--- config.mk ---
export PLATFORM = sky130hd
export DESIGN_NAME = rr_mux_arbiter
export DESIGN_NICKNAME = d
export VERILOG_FILES = /design/src/rtl/rr_mux_arbiter_pkg.sv /design/src/rtl/rr_mux_arbiter_mux.sv /design/src/rtl/rr_mux_arbiter.sv
export SDC_FILE = /design/constraint.sdc
export NUM_CORES = 1
export LEC_CHECK = 0
export BUFFER_PORTS_ARGS = -buffer_cell sky130_fd_sc_hd__buf_4
export CAP_MARGIN = 20
export CELL_PAD_IN_SITES_DETAIL_PLACEMENT = 1
export CELL_PAD_IN_SITES_GLOBAL_PLACEMENT = 1
export CORE_MARGIN = 1.5
export CORE_UTILIZATION = 35
export CTS_BUF_LIST = sky130_fd_sc_hd__clkbuf_4 sky130_fd_sc_hd__clkbuf_8
export DETAILED_ROUTE_END_ITERATION = 6
export GPL_TIMING_DRIVEN = 0
export MAX_ROUTING_LAYER = met4
export PLACE_DENSITY_LB_ADDON = 0.1
export SLEW_MARGIN = 20
export SYNTH_ARGS = -nofsm -noshare
export SYNTH_HDL_FRONTEND = slang
export SYNTH_SLANG_ARGS = --single-unit
--- constraint.sdc ---
create_clock -name clock -period 7.2 [get_ports clock]
set_input_delay 0.72 -clock clock [delete_from_list [all_inputs] [get_ports clock]]
set_output_delay 0.72 -clock clock [all_outputs]
set_load 0.1 [all_outputs]
--- src/rtl/rr_mux_arbiter_pkg.sv ---
// Shared types and constants for the round-robin mux arbiter slice.
package rr_mux_arbiter_pkg;
  typedef enum logic {IDLE = 1'b0, HOLD = 1'b1} state_t;
  localparam bit TRUE  = 1'b1;
  localparam bit FALSE = 1'b0;
endpackage

--- src/rtl/rr_mux_arbiter_mux.sv ---
// Addressed word mux: selects word addr out of INPUT_COUNT packed words,
// optionally through an output register.
module addressed_mux import rr_mux_arbiter_pkg::*; #(
  parameter int WORD_WIDTH  = 8,
  parameter int ADDR_WIDTH  = 2,
  parameter int INPUT_COUNT = 4,
  parameter bit REGISTERED  = FALSE
) (
  input  logic                              clock,
  input  logic [ADDR_WIDTH-1:0]             addr,
  input  logic [WORD_WIDTH*INPUT_COUNT-1:0] data_in,
  output logic [WORD_WIDTH-1:0]             data_out
);
  logic [WORD_WIDTH-1:0] sel;

  // Compare-and-select keeps out-of-range addresses from reading past data_in.
  always_comb begin
    sel = '0;
    for (int i = 0; i < INPUT_COUNT; i++)
      if (addr == ADDR_WIDTH'(i)) sel = data_in[i*WORD_WIDTH +: WORD_WIDTH];
  end

  generate
    if (REGISTERED) begin : g_reg
      always_ff @(posedge clock) data_out <= sel;
    end else begin : g_comb
      logic unused_clock;
      assign unused_clock = clock;
      assign data_out     = sel;
    end
  endgenerate
endmodule

--- src/rtl/rr_mux_arbiter.sv ---
// Round-robin arbiter granting one of INPUT_COUNT valid/ready requesters
// onto a shared addressed mux, back-to-back when another requester waits.
module rr_mux_arbiter import rr_mux_arbiter_pkg::*; #(
  parameter int WORD_WIDTH  = 8,
  parameter int ADDR_WIDTH  = 2,
  parameter int INPUT_COUNT = 4
) (
  input  logic                              clock,
  input  logic                              reset,
  input  logic [INPUT_COUNT-1:0]            in_valid,
  input  logic [WORD_WIDTH*INPUT_COUNT-1:0] in_data,
  output logic [INPUT_COUNT-1:0]            in_ready,
  output logic                              out_valid,
  output logic [WORD_WIDTH-1:0]             out_data,
  input  logic                              out_ready,
  output logic [ADDR_WIDTH-1:0]             grant_addr
);
  localparam logic [ADDR_WIDTH-1:0] LAST = ADDR_WIDTH'(INPUT_COUNT-1);

  state_t                  state;
  logic [ADDR_WIDTH-1:0]   rr_ptr;
  logic [INPUT_COUNT-1:0]  served_oh;
  logic                    handshake;
  logic [ADDR_WIDTH:0]     idle_pick, hs_pick;

  // Wrap at INPUT_COUNT-1 so non-power-of-two counts never reach unused indices.
  function automatic logic [ADDR_WIDTH-1:0] wrap_inc(input logic [ADDR_WIDTH-1:0] a);
    return (a == LAST) ? '0 : a + 1'b1;
  endfunction

  // Returns {found, index} of the first set bit at or after start, wrapping.
  function automatic logic [ADDR_WIDTH:0] pick(input logic [INPUT_COUNT-1:0] vec,
                                               input logic [ADDR_WIDTH-1:0]  start);
    logic [ADDR_WIDTH-1:0] idx, res;
    logic                  found;
    idx   = start;
    res   = '0;
    found = 1'b0;
    for (int k = 0; k < INPUT_COUNT; k++) begin
      if (!found && vec[idx]) begin
        res   = idx;
        found = 1'b1;
      end
      idx = wrap_inc(idx);
    end
    return {found, res};
  endfunction

  generate
    for (genvar i = 0; i < INPUT_COUNT; i++) begin : g_lane
      assign served_oh[i] = (grant_addr == ADDR_WIDTH'(i));
      assign in_ready[i]  = handshake && served_oh[i];
    end
  endgenerate

  assign handshake = (state == HOLD) && out_ready;

  // The just-served requester is masked so it always sits out one cycle.
  always_comb begin
    idle_pick = pick(in_valid, rr_ptr);
    hs_pick   = pick(in_valid & ~served_oh, wrap_inc(grant_addr));
  end

  always_ff @(posedge clock or posedge reset) begin
    if (reset) begin
      state      <= IDLE;
      grant_addr <= '0;
      rr_ptr     <= '0;
      out_valid  <= 1'b0;
    end else begin
      case (state)
        IDLE: if (idle_pick[ADDR_WIDTH]) begin
          grant_addr <= idle_pick[ADDR_WIDTH-1:0];
          state      <= HOLD;
          out_valid  <= 1'b1;
        end
        HOLD: if (out_ready) begin
          rr_ptr <= wrap_inc(grant_addr);
          if (hs_pick[ADDR_WIDTH]) begin
            grant_addr <= hs_pick[ADDR_WIDTH-1:0];
          end else begin
            state     <= IDLE;
            out_valid <= 1'b0;
          end
        end
        default: begin
          state     <= IDLE;
          out_valid <= 1'b0;
        end
      endcase
    end
  end

  addressed_mux #(
    .WORD_WIDTH (WORD_WIDTH),
    .ADDR_WIDTH (ADDR_WIDTH),
    .INPUT_COUNT(INPUT_COUNT),
    .REGISTERED (FALSE)
  ) u_mux (
    .clock   (clock),
    .addr    (grant_addr),
    .data_in (in_data),
    .data_out(out_data)
  );
endmodule

After elaboration in Yosys (flattened, before gate mapping) --
Cells that the tools add are included.
Storage, ports and cells: bits in registers 6, input bits 39, word-level logic and storage cells 111
Operators by class: $add $sub $neg 7, magnitude comparators 8, equal/unequal tests 13, multiplexer cells 55, bitwise logic cells 3, reduce and logical (&&, ||, !) cells 21
Operators by type and width (count):
- two-way mux 2 bit | 18
- two-way mux 8 bit | 4
- < comparator 2 x 3 -> 1 bit (second input constant) | 8
- two-way mux 1 bit | 22
- binary-select mux 1 bit (select 2 bit) | 8
- == test 2 bit (second input constant) | 8
- adder 2 x 1 -> 2 bit (second input constant) | 7
- logical AND 1 bit | 11
- zero test 1 bit | 6
- inequality test 2 bit (second input constant) | 3
- AND reduction 3 bit | 2
- AND 4 bit | 1
- inverter 4 bit | 1
- case mux 1 bit (2 select lines) | 2
- case mux 2 bit (2 select lines) | 1
- == test 2 x 1 -> 1 bit (second input constant) | 1
- zero test 2 bit | 1
- inequality test 2 x 1 -> 1 bit (second input constant) | 1
- AND reduction 2 bit | 1
- inverter 1 bit | 1

Longest topological paths before layout --
depth after elaboration 18, gate-level depth with buffers 9, gate-level depth less buffers 7

Cells and area by module --
From an unflattened synthesis, not the netlist that was laid out.
Second synthesis, totals: cells, all modules 119, area, all modules 1043.5 um2
By module, submodules not included:
- rr_mux_arbiter | instances 1, cells each 109, area each 847.1 um2
- addressed_mux | instances 1, cells each 10, area each 196.4 um2

Least setup slack after synthesis --
OpenSTA, ideal clock, no wires.
path kind reg2out, start point register grant_addr[1], end point output out_data[0], arrival time 4.202 ns, slack 2.278 ns, cell stages (with the launch flop) 10, buffers on the path 2, path through dfrtp_1 -> inv_1 -> ha_1 -> clkbuf_1 -> nor2b_1 -> clkbuf_1 -> a22oi_1 -> nor2_1 -> a21oi_1 -> o21ai_0
On the way: longest elaborated chain between the ends 5, elaborated cells between the ends (all ways) 8
Ends and longest elaborated chain:
- start: declaration | line rr_mux_arbiter.sv:16 | output logic [ADDR_WIDTH-1:0] grant_addr
- start signal: assignment | line rr_mux_arbiter.sv:73 | grant_addr <= idle_pick[ADDR_WIDTH-1:0];
- start signal: assignment | line rr_mux_arbiter.sv:80 | grant_addr <= hs_pick[ADDR_WIDTH-1:0];
- zero test 2 bit | line rr_mux_arbiter_mux.sv:20 | if (addr == ADDR_WIDTH'(i)) sel = data_in[i*WORD_WIDTH +: WORD_WIDTH];
- two-way mux 8 bit (3 in a row) | line rr_mux_arbiter_mux.sv:20
- two-way mux 8 bit * | line rr_mux_arbiter_mux.sv:20
- end: declaration | line rr_mux_arbiter.sv:14 | output logic [WORD_WIDTH-1:0] out_data,
Every way passes the cells marked *; elsewhere a longest branch is shown, timed or not.

Worst setup path in the final report --
start point register grant_addr[0], end point output out_data[0]
Same word-level chain as after synthesis.

==> results.py <==
metrics = {
    "floorplanning": {
        "fp.dieH_um": 64.3,
        "die_x_extent_um": 64.3,
        "initial_core_util_pct": 36.2,
        "dieArea_mm2": 0.00414,
        "num_rows": 22,
        "core-area_mm2": 0.00363,
        "boundaryPins": 54,
    },
    "timing": {
        "timing_worst_slew_pin_value_ns": 0.532,
        "fmaxAchievable_ghz": 0.311,
        "fin_worst_skew_ns": 0.00523,
        "setup_viol": 0,
        "hold-worst-slack_ns": 0.411,
        "slew_violations": 0,
        "maxSlewHeadroom_pct": 64.6,
        "final.setup.tns_ns": 0,
        "hold_violations": 0,
        "grt_setup_unrepaired": "no",
        "period_share_pct": 44.7,
        "period_minus_ws_final_ns": 3.22,
    },
    "clock_network": {
        "cts-resized-gates": 0,
        "insertion_delay_ns": 0.22,
        "clock_path_buffers": 2,
        "clock_tree.htree_level_count": 1,
        "cts.sink_count": 6,
        "path_clk_slew_ns": 0.04,
        "cts_root_buf": "sky130_fd_sc_hd__clkbuf_8",
        "tritoncts": "done",
        "cts_buffers": 3,
        "cts_hold_buffers": 0,
        "postCtsSetupRepairBufs": 0,
    },
    "synth": {
        "synth-edff-count": 0,
        "synthFlopType": "sky130_fd_sc_hd__dfrtp_1",
        "netlist_area_mm2": 0.00132,
        "synth_seq_area_share_pct": 11.4,
        "synth_warnings": 0,
        "synth-seq-cells": 6,
        "postSynthNetCount": 235,
        "synth.avg_cell_area_um2": 6.89,
        "ys_async_sr_fraction_pct": 100,
        "synth.distinct_cells": 54,
        "syn_inst": 191,
    },
    "finish": {
        "syn2layout_area_growth_pct": 37.4,
        "ff_latch_area_um2": 150,
        "nets_final": 292,
        "multiInputGateArea_mm2": 0.00105,
        "most_common_cell_after_layout_fill_and_taps_aside": "sky130_fd_sc_hd__buf_4",
        "final_cell_mix": "sky130_fd_sc_hd__buf_4 (52), sky130_fd_sc_hd__o21ai_0 (20), sky130_fd_sc_hd__nand2_1 (19)",
        "n_fill_cell": 507,
        "final_core_util_pct": 49.8,
        "antenna_cells": 0,
        "post_route_insts_no_fill": 294,
        "drive_gt1_share_pct": 28.0,
    },
    "setup_path": {
        "critPathKind": "reg -> out",
        "worstPathArrival_ns": 2.50,
        "worst_path_max_delay_cell": "sky130_fd_sc_hd__dfrtp_1",
        "setup_crit_end_kind": "output pin",
        "timing.critical_path.cells": "buf_6, inv_1, ha_1, nor2b_1, clkbuf_1, a22oi_1, nor2_1, a21oi_1, o21ai_0, buf_4",
        "worstPathMaxFanout": 10,
        "timing.critical_path.slowest_cell_delay_ns": 0.45,
        "cp-start-kind": "register",
        "required_ns": 6.48,
    },
    "routing": {
        "post-route-drc-count": 0,
        "finalWirelength_um": 4990,
        "via_count": 1715,
        "number_of_routed_nets_with_antenna_violations": 0,
        "drt_first_pass_iters": 6,
        "number_of_vias_per_cell_after_detailed_routing": 5.83,
        "wire_per_inst_um": 17.0,
        "drt_iter0_markers": 58,
    },
    "global_route": {
        "groute.usage.overall_pct": 25.9,
        "globalRouteOverflowTotal": 0,
        "grt_pass1_vias": 1736,
        "antenna_found_initial": 0,
        "grt_start_max_net_pins": 11,
        "grt_pass1_wl_um": 8340,
    },
    "placed_design": {
        "place_inst": 291,
        "hpwl_um": 3820,
        "io_buffers": 52,
        "place_congestion": 0.884,
    },
    "worst_hold_path": {
        "min_path_type": "in -> async",
    },
    "run": {
        "cap_violations": 0,
    },
    "status": {
        "status": "complete, no violations",
    },
}
registers in the layout (all words and copies together), names as in the netlist:
name	count
grant_addr	2
out_valid	1
rr_ptr	2
state	1
path summary, 6_finish.rpt:
path | startpoint | endpoint | slack (ns) | cells past startpoint
worst max register to register | grant_addr[0]$_DFFE_PP0P_ | grant_addr[0]$_DFFE_PP0P_ | 4.48 | 8
worst min-delay path | reset | grant_addr[0]$_DFFE_PP0P_ | 0.41 | 2
max in group asynchronous | reset | state$_DFF_PP0_ | 6.59 | 2
min in group clock | out_valid$_DFFE_PP0P_ | out_valid$_DFFE_PP0P_ | 0.49 | 1
worst min register to register | out_valid$_DFFE_PP0P_ | out_valid$_DFFE_PP0P_ | 0.49 | 1
worst max-delay path | grant_addr[0]$_DFFE_PP0P_ | out_data[0] | 3.98 | 10
area by class of cell:
| cell class | count | area share [%] |
|---|---|---|
| sequential | 6 | 8.30 |
| buffer | 19 | 4.71 |
| multi-input combinational | 158 | 58.1 |
| clock buffer | 3 | 2.28 |
| inverter | 8 | 1.66 |
| timing repair buffer | 52 | 21.6 |
| tap | 48 | 3.32 |
cells in the mapped netlist (all sizes together), types with 2 or more instances:
cell type	count	area, um^2
nand2	19	71.3
o21a	2	15.0
a22oi	9	67.6
or4	2	15.0
clkbuf	13	48.8
a211oi	3	22.5
mux2	3	33.8
nor3	3	15.0
nand3b	2	15.0
o32ai	2	17.5
or4b	2	20.0
or3	2	17.5
a211o	2	17.5
a21oi	12	60.1
o211ai	2	15.0
mux2i	6	60.1
inv	8	30.0
nor2b	2	12.5
o31a	2	17.5
nand2b	3	18.8
nor2	16	60.1
or3b	2	17.5
a21o	2	15.0
o2111ai	2	17.5
o21ai	20	100
dfrtp	6	150
a31oi	3	18.8
ha	5	62.6
nand3	2	10.0
a221oi	2	17.5
buf	6	36.3
o31ai	2	15.0
or2	3	18.8
and3	5	31.3
metrics by stage:
step / setup slack [ns] / instance area [um^2]
finish: 3.98 / 1810
global route: 3.72 / 1810
CTS: 3.96 / 1810
detailed placement: 4.20 / 1770
global placement: 4.23 / 1770
floorplan: 2.28 / 1320
worst max-delay path: cells and delay by family (launching register included):
family | cells | cell delay (ns)
fa+ha+maj | 1 | 0.23
flops | 1 | 0.45
compound gates | 3 | 0.35
simple gates | 2 | 0.28
buf+inv | 4 | 0.95
metal layers:
metal  routed length, um  vias up  track usage, %
met4                 108        0            6.12
met1                2170      821            31.6
met5                   0        -               -
met2                2440       56            44.5
li1                    -      827               -
met3                 266       11            4.23
logic make-up after synthesis:
group	Yosys count	synth area share, %
adders and majority gates	5	4.75
xor gates and xnor gates	1	0.666
muxes	10	9.13
and+or+nand+nor	69	28.2
DFF	6	11.4
buffers and inverters	27	8.75
AOI/OAI and AO/OA	73	37.1
Power is not shown: default switching activity piles up to over one toggle a cycle in this logic, so the estimate is an artifact.
